==> src/rtl/input_debouncer.sv <==
// input_debouncer
// Multi-channel two-flop synchronizer plus debouncer for slide switches and
// push buttons. Each channel produces a clean level and single-cycle rise and
// fall pulses. A new level is accepted only after the synchronized input has
// disagreed with the clean level for CNT_MAX consecutive cycles. Shorter
// disagreements are discarded as glitches.
// Optional feature: define DEBOUNCE_TOGGLE_EN to add toggle_out. Each bit of
// toggle_out flips on every accepted rising edge, so a push button behaves as
// an on/off latch.
module input_debouncer #(
  parameter int WIDTH   = 2,
  parameter int CNT_MAX = 1_000_000,
  parameter int CNT_W   = 20
) (
  input  logic             clk,
  input  logic             reset,
  input  logic [WIDTH-1:0] raw_in,
  output logic [WIDTH-1:0] clean_out,
  output logic [WIDTH-1:0] rise_pulse,
  output logic [WIDTH-1:0] fall_pulse
`ifdef DEBOUNCE_TOGGLE_EN
  ,
  output logic [WIDTH-1:0] toggle_out
`endif
);

  typedef enum logic {
    IDLE  = 1'b0,
    COUNT = 1'b1
  } state_e;

  localparam logic [CNT_W-1:0] CntTerminal = CNT_W'(CNT_MAX - 1);

  logic [WIDTH-1:0] sync1Q;
  logic [WIDTH-1:0] sync2Q;

  // Two-flop chain that brings the asynchronous pin levels into the clock domain
  always_ff @(posedge clk) begin
    if (reset) begin
      sync1Q <= '0;
      sync2Q <= '0;
    end else begin
      sync1Q <= raw_in;
      sync2Q <= sync1Q;
    end
  end

  for (genvar ch = 0; ch < WIDTH; ch++) begin : gChannel
    state_e           stateQ, stateD;
    logic [CNT_W-1:0] cntQ, cntD;
    logic             cleanQ, cleanD;
    logic             riseQ, riseD;
    logic             fallQ, fallD;
    logic             mismatch;
    logic             accept;

    assign mismatch = sync2Q[ch] ^ cleanQ;
    assign accept   = (stateQ == COUNT) && mismatch && (cntQ == CntTerminal);

    // State register tracking whether this channel is timing a candidate level
    always_ff @(posedge clk) begin
      if (reset) stateQ <= IDLE;
      else       stateQ <= stateD;
    end

    // Next state: start timing on disagreement, stop on abort or acceptance
    always_comb begin
      stateD = stateQ;
      unique case (stateQ)
        IDLE:    if (mismatch) stateD = COUNT;
        COUNT:   if (!mismatch || accept) stateD = IDLE;
        default: stateD = IDLE;
      endcase
    end

    // Datapath next values: count while disagreeing, clear on abort, commit on terminal count
    always_comb begin
      cntD   = '0;
      cleanD = cleanQ;
      riseD  = 1'b0;
      fallD  = 1'b0;
      if (accept) begin
        cleanD = sync2Q[ch];
        riseD  = sync2Q[ch];
        fallD  = ~sync2Q[ch];
      end else if (mismatch) begin
        cntD = cntQ + CNT_W'(1);
      end
    end

    // Counter, clean level and pulse registers; outputs come straight from these flops
    always_ff @(posedge clk) begin
      if (reset) begin
        cntQ   <= '0;
        cleanQ <= 1'b0;
        riseQ  <= 1'b0;
        fallQ  <= 1'b0;
      end else begin
        cntQ   <= cntD;
        cleanQ <= cleanD;
        riseQ  <= riseD;
        fallQ  <= fallD;
      end
    end

    assign clean_out[ch]  = cleanQ;
    assign rise_pulse[ch] = riseQ;
    assign fall_pulse[ch] = fallQ;

`ifdef DEBOUNCE_TOGGLE_EN
    logic toggleQ;

    // Latch that flips on every accepted press
    always_ff @(posedge clk) begin
      if (reset)                      toggleQ <= 1'b0;
      else if (accept && sync2Q[ch])  toggleQ <= ~toggleQ;
    end

    assign toggle_out[ch] = toggleQ;
`endif
  end

endmodule
==> config.mk <==
export PLATFORM = sky130hd
export DESIGN_NAME = input_debouncer
export DESIGN_NICKNAME = d
export VERILOG_FILES = /design/src/rtl/input_debouncer.sv
export SDC_FILE = /design/constraint.sdc
export NUM_CORES = 1
export LEC_CHECK = 0
export BUFFER_PORTS_ARGS = -buffer_cell sky130_fd_sc_hd__buf_2
export CORE_MARGIN = 8
export CORE_UTILIZATION = 55
export CTS_CLUSTER_DIAMETER = 60
export DETAILED_ROUTE_END_ITERATION = 7
export HOLD_SLACK_MARGIN = 0.1
export PLACE_DENSITY = 0.8
export SYNTH_ARGS = -nofsm -noshare
export SYNTH_HDL_FRONTEND = slang
export SYNTH_SLANG_ARGS = --single-unit
==> constraint.sdc <==
create_clock -name clk -period 2.3 [get_ports clk]
set_clock_uncertainty 0.15 [all_clocks]
set_input_delay 0.345 -clock clk [delete_from_list [all_inputs] [get_ports clk]]
set_output_delay 0.345 -clock clk [all_outputs]
set_load 0.02 [all_outputs]
==> out/qor.csv, run 1 <==
stage,metric,value,unit
run_status,status,"complete, no violations",
yosys,"Seq/Total Area, Yosys",45.39,%
cells_and_area,Fillers,344,
worst_setup_path,Top delay family on crit path,simple AND/OR/NAND/NOR gates,
yosys,most common cell in the synthesized netlist,dfxtp_1,
worst_setup_path,crit path cell chain,nand3_2 > or4_1 > or4_1 > a21oi_1,
yosys,Yosys top cell by area,dfxtp_1,
power_and_ir_drop,Flop pwr share,62.8,%
grt,largest net degree at the start of global routing,21,
clock_network,CTS tree,built,
timing,Final Max Tran Viols,0,
yosys,Post-synth ARST share,0,%
power_and_ir_drop,P_int,1.130,mW
worst_setup_path,CP required,2.39,ns
timing,fmax,0.4763,GHz
cells_and_area,layout cells sized above 1,11.11,%
power_and_ir_drop,P_leak,0.7619,nW
placed_design,Port Buffer Count,9,
run,Max Cap Viol,0,
yosys,"Primary FF master, synth",dfxtp_1,
clock_network,CTS buffer count,5,
yosys,"top cells by area, synth","dfxtp_1, xnor2_1, nor2_1, nand3_1, xor2_1",
worst_setup_path,most numerous cell on the critical path,or4_1,
worst_setup_path,CP max stage cell,or4_1,
clock_network,H-tree depth,2,
timing,Final min period,2.099,ns
worst_setup_path,Setup crit end kind,flip-flop,
yosys,Gate Count Post-Synth,259,
yosys,Post-synth EDFFs,0,
yosys,Post-synth top cells,"dfxtp_1, nor2_1, xnor2_1, nand3_1",
yosys,Syn Nets,265,
worst_setup_path,worst path arrival time,2.19,ns
floorplanning,die footprint,6492,µm²
floorplanning,# IOs,10,
power_and_ir_drop,Cell Pwr Density,580.7,nW/µm²
floorplanning,die span in x,80.58,µm
power_and_ir_drop,combinational power share,1.5,%
floorplanning,Initial Util,57.34,%
worst_setup_path,"critical path fanouts, max",8,
clock_network,clk buf depth,2,
clock_network,cts hold-fix bufs,1,
grt,vias in the first global route,1561,
yosys,syn_area_per_cell,8.855,µm²
power_and_ir_drop,Switching Share,21.77,%
cells_and_area,final net count,275,
grt,grt total ovfl,0,
clock_network,Worst-path clk slew,0.10,ns
floorplanning,Die Height,80.58,µm
yosys,YS warnings,0,
yosys,Mapped Area,2293,µm²
timing,final setup vio count,0,
placed_design,gpl congestion,0.8458,
worst_setup_path,Critical Path Max Stage Delay,0.65,ns
grt,global-route usage over all layers,13.53,%
route,DR pass1 iterations,4,
route,detailed-route via count,1721,
power_and_ir_drop,Switch Pwr,314.6,µW
floorplanning,Core Rows,23,
route,Routed WL,4.025,mm
clock_network,insertion delay to the later sink of the worst-skew pair,0.31,ns
clock_network,post-CTS resize count,0,
worst_setup_path,Setup Crit Path Kind,reg -> reg,
worst_setup_path,Startpoint Class,flip-flop,
timing,final hold vios,0,
yosys,Yosys reg bits,52,
floorplanning,core area,4000,µm²
clock_network,Post CTS Setup Buffer Count,0,
placed_design,DP HPWL,2.796,mm
timing,Tcrit/Tclk final,91.28,%
route,post-route ant nets,0,
power_and_ir_drop,Tot Pwr,1.445,mW
grt,global-route wire length before repair,7.038,mm
cells_and_area,area delta synth->final,8.511,%
route,Vias/cell,5.378,
route,drt wl/cell,12.58,µm
yosys,Synth top area share,45.39,%
timing,Slew Limit Headroom,68.70,%
timing,worst-margin pin slew,0.4630,ns
timing,RSZ-0062 raised after global routing,no,
cells_and_area,Antenna Cells,0,
worst_hold_path,min-delay worst type,in -> reg,
power_and_ir_drop,maximum vdd drop,236.3,µV
clock_network,clock root cell,clkbuf_8,
timing,setup TNS,0,ns
route,drt initial violations,132,
grt,initial antenna violation count,0,
yosys,distinct cell type count after synthesis,36,
route,drt drc,0,
clock_network,clk sink count,52,
worst_setup_path,CP bufs+invs,0,
power_and_ir_drop,clock network power share,35.6,%
path summary, 6_finish.rpt:
path                                            from                    to  slack, ns  depth (start not counted)
worst max-delay path            gChannel[0].cntQ[10]  gChannel[0].cntQ[19]       0.20                          4
worst min-delay path                       raw_in[1]             sync1Q[1]       0.13                          2
worst max register to register  gChannel[0].cntQ[10]  gChannel[0].cntQ[19]       0.20                          4
worst min register to register             sync1Q[0]             sync2Q[0]       0.31                          1
layer usage:
layer	track usage (%)	wire length (µm)	part of all wire, %
met1	18.11	2200	55
met2	19.09	1603	40
met3	3.906	147	3.7
met4	6.909	73	1.8
met5	0	0	0
logic make-up after synthesis:
| group | after synthesis | share of synthesized area (%) |
|---|---|---|
| xor gates and xnor gates | 28 | 10.69 |
| buffers and inverters | 26 | 5.455 |
| and+or+nand+nor | 125 | 30.61 |
| AOI/OAI and AO/OA | 26 | 6.765 |
| adders and majority gates | 2 | 1.091 |
| DFF | 52 | 45.39 |
through the flow:
| stage | area (µm²) | utilization (%) | hold WS (ns) | setup slack (ns) | instances |
|---|---|---|---|---|---|
| 2_1_floorplan | 2293 | - | 0.2638 | 0.3116 | 259 |
| 3_3_place_gp | 2386 | 59.65 | 0.2820 | 0.2466 | 311 |
| 3_5_place_dp | 2386 | 59.65 | 0.2926 | 0.2252 | 311 |
| 4_1_cts | 2489 | 62.21 | 0.1001 | 0.2101 | 320 |
| 5_1_grt | 2489 | 62.21 | 0.1334 | 0.08887 | 320 |
| 6_report | 2489 | 62.21 | 0.1333 | 0.2005 | 320 |
registers in the layout, indices dropped and copies added (netlist names):
name and cells:
gChannel.stateQ 2, gChannel.fallQ 2, gChannel.riseQ 2, gChannel.cleanQ 2, gChannel.cntQ 40, sync2Q 2
sync1Q 2
power groups by stage:
| stage | Combinational (mW) | Clock [mW] | Sequential (mW) |
|---|---|---|---|
| after floorplan | 0.0138 | 0 | 0.928 |
| after global placement | 0.0203 | 0 | 0.929 |
| after detailed placement | 0.0206 | 0 | 0.929 |
| after CTS | 0.0221 | 0.538 | 0.908 |
| after global routing | 0.0248 | 0.580 | 0.909 |
| final | 0.0221 | 0.515 | 0.908 |
cell type report:
type                       instances  area [µm²]  area share [%]
clock buffer                       5       68.82           2.765
sequential                        52        1041           41.83
clock inverter                     3       23.77          0.9553
timing repair buffer              17       120.1           4.827
inverter                          12       45.04           1.810
multi-input combinational        181        1127           45.30
tap                               50       62.56           2.514
cell usage in the layout (no fill, tap or decap), types with 2 or more instances in the layout:
| master | netlist | routed |
|---|---|---|
| nand2_1 | 9 | 9 |
| xor2_1 | 8 | 8 |
| nand2b_1 | 3 | 3 |
| o21ai_1 | 2 | 2 |
| nand3_2 | 2 | 2 |
| clkbuf_8 | 0 | 5 |
| and2_1 | 3 | 3 |
| nor4_1 | 10 | 10 |
| dfxtp_1 | 52 | 52 |
| nor2b_1 | 6 | 6 |
| buf_4 | 6 | 6 |
| nor3_1 | 5 | 5 |
| and4_1 | 5 | 5 |
| or4_1 | 8 | 8 |
| clkinvlp_4 | 0 | 2 |
| nand4_1 | 9 | 9 |
| and3_1 | 3 | 3 |
| nor4b_1 | 3 | 3 |
| ha_1 | 2 | 2 |
| nor4bb_1 | 2 | 2 |
| or2_0 | 2 | 2 |
| buf_2 | 4 | 9 |
| nor2_1 | 34 | 34 |
| o21ai_0 | 4 | 4 |
| o31ai_1 | 7 | 7 |
| xnor2_1 | 20 | 20 |
| a21oi_1 | 11 | 11 |
| inv_1 | 11 | 11 |
| or3_1 | 2 | 2 |
| nand3_1 | 15 | 15 |
Power figures use the tool's default switching activity.
==> run 2, diff against run 1 <==
--- a/config.mk
+++ b/config.mk
@@ -8,10 +8,10 @@
 export BUFFER_PORTS_ARGS = -buffer_cell sky130_fd_sc_hd__buf_2
 export CORE_MARGIN = 8
 export CORE_UTILIZATION = 55
-export CTS_CLUSTER_DIAMETER = 60
 export DETAILED_ROUTE_END_ITERATION = 7
 export HOLD_SLACK_MARGIN = 0.1
 export PLACE_DENSITY = 0.8
+export SLEW_MARGIN = 10
 export SYNTH_ARGS = -nofsm -noshare
 export SYNTH_HDL_FRONTEND = slang
 export SYNTH_SLANG_ARGS = --single-unit
==> constraint.sdc (replaced) <==
create_clock -name clk -period 2.3 [get_ports clk]
set_clock_uncertainty 0.15 [all_clocks]
set_input_delay 0.69 -clock clk [delete_from_list [all_inputs] [get_ports clk]]
set_output_delay 0.69 -clock clk [all_outputs]
set_load 0.02 [all_outputs]
==> run 2 against run 1 <==
First-iteration DRC count increased by 2.3%. Non-clock buffer count down 1. Worst hold slack better by 0.18 ns. Register-to-register slack hardly changed. Routed wire length decreased by 1.2%. Final area down 0.40%. Sequential power barely moved.
==> out/qor.csv, run 2 (synthesized netlist as in run 1, its figures left out) <==
stage,metric,value,unit,change
worst_setup_path,crit path cell chain,ha_1 > nand4_1 > or4b_1 > o21ai_1 > buf_4 > nor2_1,,
cells_and_area,area delta synth->final,8.074,%,
route,drt initial violations,135,,+2.3%
clock_network,clk sink count,52,,unchanged
worst_setup_path,Reg2Reg Launch Point,gChannel[0].cntQ[0],,
clock_network,CTS buffer count,5,,unchanged
grt,initial antenna violation count,0,,unchanged
power_and_ir_drop,maximum vdd drop,236.4,µV,about the same
worst_setup_path,worst path arrival time,2.14,ns,-0.05 ns
timing,setup TNS,0,ns,unchanged
placed_design,Port Buffer Count,9,,unchanged
worst_hold_path,min-delay worst type,reg -> reg,,
placed_design,dpl ws,0.2252,ns,unchanged
worst_setup_path,Critical Path Max Stage Delay,0.56,ns,-0.09 ns
power_and_ir_drop,P_leak,0.7577,nW,-0.55%
worst_setup_path,Setup Crit Path Kind,reg -> reg,,
timing,final setup vio count,0,,unchanged
worst_setup_path,end of the worst register-to-register path,gChannel[0].cntQ[5],,
worst_hold_path,Hold EP,sync2Q[0],,
floorplanning,# IOs,10,,unchanged
timing,RSZ-0062 raised after global routing,no,,
route,post-route ant nets,0,,unchanged
timing,fmax,0.4776,GHz,+0.27%
timing,worst setup margin,0.2062,ns,+0.005687 ns
floorplanning,core area,4000,µm²,unchanged
grt,largest net degree at the start of global routing,21,,unchanged
cells_and_area,layout cells sized above 1,11.15,%,+0.041 points
timing,Final Max Tran Viols,0,,unchanged
cells_and_area,Reg with most FFs,gChannel.cntQ,,
worst_setup_path,r2r setup slk,0.21,ns,about the same
clock_network,clk buf depth,2,,unchanged
floorplanning,Die Height,80.58,µm,unchanged
power_and_ir_drop,Tot Pwr,1.444,mW,about the same
worst_setup_path,Startpoint Class,flip-flop,,
worst_setup_path,FF-to-FF path depth,6,,+2
clock_network,CTS tree,built,,
clock_network,post-CTS resize count,0,,unchanged
worst_hold_path,worst hold start,sync1Q[0],,
cells_and_area,"leading cell types in the layout, fill and taps excluded","dfxtp_1, nor2_1, xnor2_1",,
worst_setup_path,Setup crit end kind,flip-flop,,
worst_setup_path,CP max stage cell,or4b_1,,
clock_network,Worst-path clk slew,0.09,ns,about the same
placed_design,DP HPWL,2.796,mm,unchanged
power_and_ir_drop,Cell Pwr Density,582.5,nW/µm²,+0.31%
timing,Slew Limit Headroom,68.66,%,about the same
clock_network,insertion delay to the later sink of the worst-skew pair,0.31,ns,about the same
worst_setup_path,CP startpoint,gChannel[0].cntQ[0],,
floorplanning,Core Rows,23,,unchanged
clock_network,clock root cell,clkbuf_8,,
floorplanning,die footprint,6492,µm²,unchanged
worst_hold_path,Min-Delay Path Depth,1,,-1
worst_setup_path,"critical path fanouts, max",20,,+12
floorplanning,Initial Util,57.34,%,unchanged
placed_design,placed cells,311,,unchanged
route,Vias/cell,5.411,,+0.60%
grt,global-route wire length before repair,6.969,mm,-0.98%
route,DR pass1 iterations,4,,unchanged
cells_and_area,final net count,274,,-0.36%
clock_network,Post CTS Setup Buffer Count,0,,unchanged
worst_setup_path,CP required,2.34,ns,-0.05 ns
clock_network,cts hold-fix bufs,0,,-1
timing,worst-margin pin slew,0.4635,ns,+0.0005457 ns
run_status,status,"complete, no violations",,
route,Routed WL,3.976,mm,-1.2%
grt,grt total ovfl,0,,unchanged
cells_and_area,fin cells,319,,-0.31%
timing,final hold vios,0,,unchanged
cells_and_area,"commonest non-fill, non-tap cell in the layout",dfxtp_1,,
timing,Final min period,2.094,ns,-0.005687 ns
cells_and_area,max reg flops,40,,unchanged
placed_design,gpl congestion,0.8458,,unchanged
run,Max Cap Viol,0,,unchanged
cells_and_area,Antenna Cells,0,,unchanged
route,detailed-route via count,1726,,+0.29%
grt,vias in the first global route,1554,,-0.45%
route,drt wl/cell,12.46,µm,-0.91%
route,drt drc,0,,unchanged
grt,global-route usage over all layers,13.42,%,-0.12 points
timing,Tcrit/Tclk final,91.03,%,-0.25 points
timing,hold_ws,0.3111,ns,+0.1779 ns
floorplanning,die span in x,80.58,µm,unchanged
clock_network,H-tree depth,2,,unchanged
## run 2: routing by layer
metal  GRT usage (%)  up-vias  part of all wire [%]
met2           19.01       24                    39
met1           17.85      766                    53
met4           6.909        0                   1.9
li1                -      929                     -
met5               0        -                     0
met3           3.906        7                   5.1
## run 2: cell type report
type                    instances  area [µm²]
clock inverters                 3       23.77
inverters                      12       45.04
multi-input cells             181        1127
repair buffers                 16       110.1
clock buffers                   5       68.82
fillers                       344        1521
well taps                      50       62.56
flip-flops and latches         52        1041
## run 2: worst max path at each step
stage / to / slack, ns / cells past startpoint
2_1_floorplan: gChannel[0].cntQ[10] / 0.31 / 6
3_3_place_gp: gChannel[0].cntQ[3] / 0.25 / 6
3_5_place_dp: gChannel[0].cntQ[5] / 0.23 / 6
4_1_cts: gChannel[0].cntQ[5] / 0.21 / 6
5_1_grt: gChannel[0].cntQ[9] / 0.09 / 6
6_report: gChannel[0].cntQ[5] / 0.21 / 6
## run 2: metrics by stage
stage	utilization, %	instance area [µm²]
6_report	61.96	2479
5_1_grt	61.96	2479
4_1_cts	61.96	2479
3_5_place_dp	59.65	2386
3_3_place_gp	59.65	2386
2_1_floorplan	-	2293
## run 2: where the power goes
part	internal, mW	switching [mW]
sequential	0.905	0.00343
clock	0.216	0.299
combinational	0.00899	0.0116
## run 2: worst max-delay path: cells and delay by family (launching register included)
| kind | cells | cell delay (ns) |
|---|---|---|
| and+or+nand+nor | 3 | 0.77 |
| DFF | 1 | 0.39 |
| AOI/OAI and AO/OA | 1 | 0.16 |
| buffers and inverters | 1 | 0.26 |
| adders and majority gates | 1 | 0.24 |
==> run 3, diff against run 2 <==
--- a/config.mk
+++ b/config.mk
@@ -7,10 +7,10 @@
 export LEC_CHECK = 0
 export BUFFER_PORTS_ARGS = -buffer_cell sky130_fd_sc_hd__buf_2
 export CORE_MARGIN = 8
-export CORE_UTILIZATION = 55
+export CORE_UTILIZATION = 40
 export DETAILED_ROUTE_END_ITERATION = 7
 export HOLD_SLACK_MARGIN = 0.1
-export PLACE_DENSITY = 0.8
+export PLACE_DENSITY = 0.64
 export SLEW_MARGIN = 10
 export SYNTH_ARGS = -nofsm -noshare
 export SYNTH_HDL_FRONTEND = slang
==> run 3 against run 2 <==
Fmax grew 1.1%. Critical endpoint is now gChannel[0].cntQ[19]. Largest power group unchanged. Via count is 1.3% higher. Sequential share of layout area shrank 0.77 points. Largest cell class unchanged.
==> out/qor.csv, run 3 (synthesized netlist as in run 1, its figures left out) <==
stage,metric,value,unit,change
timing,Final Max Tran Viols,0,,unchanged
clock_network,clk buf depth,2,,unchanged
timing,final hold vios,0,,unchanged
grt,grt total ovfl,0,,unchanged
timing,worst-margin pin slew,0.5021,ns,+0.03855 ns
timing,Final min period,2.072,ns,-0.02207 ns
timing,Slew Limit Headroom,66.06,%,-2.6 points
cells_and_area,"leading cell types in the layout, fill and taps excluded","dfxtp_1, nor2_1, xnor2_1",,
grt,global-route wire length before repair,7.300,mm,+4.7%
timing,setup TNS,0,ns,unchanged
timing,RSZ-0062 raised after global routing,no,,
grt,largest net degree at the start of global routing,21,,unchanged
placed_design,Port Buffer Count,9,,unchanged
floorplanning,Core Rows,27,,+17%
floorplanning,die span in x,91.72,µm,+14%
route,Vias/cell,5.081,,-6.1%
timing,Tcrit/Tclk final,90.07,%,-0.96 points
clock_network,clk sink count,52,,unchanged
cells_and_area,Reg with most FFs,gChannel.cntQ,,
worst_setup_path,r2r setup slk,0.23,ns,+0.02 ns
worst_setup_path,Critical Path Max Stage Delay,0.65,ns,+0.09 ns
placed_design,gpl congestion,0.7983,,-5.6%
power_and_ir_drop,Cell Pwr Density,570.2,nW/µm²,-2.1%
route,detailed-route via count,1748,,+1.3%
floorplanning,core area,5540,µm²,+39%
placed_design,dpl ws,0.2298,ns,+0.004564 ns
cells_and_area,Antenna Cells,0,,unchanged
floorplanning,Initial Util,41.40,%,-16 points
placed_design,Post-DP Area,2436,µm²,+2.1%
timing,worst setup margin,0.2283,ns,+0.02207 ns
worst_setup_path,worst path arrival time,2.16,ns,+0.02 ns
worst_setup_path,Setup crit end kind,flip-flop,,
cells_and_area,Final Util,45.57,%,-16 points
clock_network,clock root cell,clkbuf_8,,
timing,final setup vio count,0,,unchanged
clock_network,post-CTS resize count,0,,unchanged
clock_network,H-tree depth,2,,unchanged
clock_network,CTS tree,built,,
clock_network,Worst-path clk slew,0.09,ns,about the same
worst_setup_path,Startpoint Class,flip-flop,,
route,drt initial violations,59,,-56%
grt,global-route usage over all layers,10.37,%,-3.0 points
route,DR pass1 iterations,4,,unchanged
cells_and_area,Finished Cell Area,2525,µm²,+1.9%
route,Routed WL,4.066,mm,+2.3%
route,drt drc,0,,unchanged
clock_network,CTS buffer count,5,,unchanged
power_and_ir_drop,P_leak,0.7738,nW,+2.1%
worst_setup_path,CP required,2.39,ns,+0.05 ns
worst_hold_path,min-delay worst type,reg -> reg,,
grt,vias in the first global route,1615,,+3.9%
cells_and_area,max reg flops,40,,unchanged
run_status,status,"complete, no violations",,
route,post-route ant nets,0,,unchanged
cells_and_area,area delta synth->final,10.09,%,
run,Max Cap Viol,0,,unchanged
floorplanning,# IOs,10,,unchanged
cells_and_area,layout cells sized above 1,11.76,%,+0.61 points
grt,initial antenna violation count,0,,unchanged
cells_and_area,"commonest non-fill, non-tap cell in the layout",dfxtp_1,,
cells_and_area,final net count,277,,+1.1%
worst_setup_path,CP max stage cell,or4_1,,
floorplanning,Die Height,91.72,µm,+14%
clock_network,cts hold-fix bufs,0,,unchanged
floorplanning,die footprint,8413,µm²,+30%
route,drt wl/cell,11.82,µm,-5.2%
worst_setup_path,most numerous cell on the critical path,or4_1,,
worst_setup_path,"critical path fanouts, max",8,,-60%
clock_network,insertion delay to the later sink of the worst-skew pair,0.30,ns,about the same
worst_setup_path,Setup Crit Path Kind,reg -> reg,,
placed_design,DP HPWL,2.865,mm,+2.5%
timing,fmax,0.4827,GHz,+1.1%
worst_setup_path,crit path cell chain,nand3_2 > or4_1 > or4_1 > a21oi_1,,
power_and_ir_drop,maximum vdd drop,268.6,µV,+14%
clock_network,Post CTS Setup Buffer Count,0,,unchanged
-- run 3: cell types whose count changed in the layout (fill, tap and decap cells not counted) --
cell,before,now
clkinvlp_4,2,1
clkbuf_1,0,1
buf_4,6,9
-- run 3: power by group --
| part | total (mW) | internal, mW | switching, mW |
|---|---|---|---|
| logic | 0.0205 | 0.00897 | 0.0115 |
| registers | 0.908 | 0.905 | 0.00315 |
| clock network | 0.511 | 0.217 | 0.294 |
-- run 3: area by class of cell --
type,instances,area (µm²)
sequential,52,1041
inverter,12,45.04
fill,543,3015
clock buffer,6,72.57
timing repair buffer,19,132.6
tap,72,90.09
clock inverter,2,16.27
multi-input combinational,181,1127
-- run 3: routing by layer --
layer	up-vias	GRT usage (%)	share of wire, %
li1	926	-	-
met1	796	13.98	53
met2	22	14.71	41
met3	4	3.178	4.5
met4	0	4.832	1.5
met5	-	0	0
-- run 3: worst max-delay path: cells and delay by family, from the launching register on --
kind	cells	cell delay (ns)
simple gates	3	1.28
flops	1	0.45
compound gates	1	0.14
-- run 3: stage by stage --
stage          hold WS [ns]  std cells  total power [mW]
6_report             0.3107        344             1.440
5_1_grt              0.3299        344             1.508
3_5_place_dp         0.2818        336            0.9496
3_3_place_gp         0.2732        336            0.9495
4_1_cts              0.3150        344             1.464
2_1_floorplan        0.2638        259            0.9420
-- run 3: path summary, 6_finish.rpt --
check                                           from              endpoint  cells past startpoint
worst max register to register  gChannel[0].cntQ[10]  gChannel[0].cntQ[19]                      4
worst max-delay path            gChannel[0].cntQ[10]  gChannel[0].cntQ[19]                      4
worst min-delay path                       sync1Q[1]             sync2Q[1]                      1
worst min register to register             sync1Q[1]             sync2Q[1]                      1
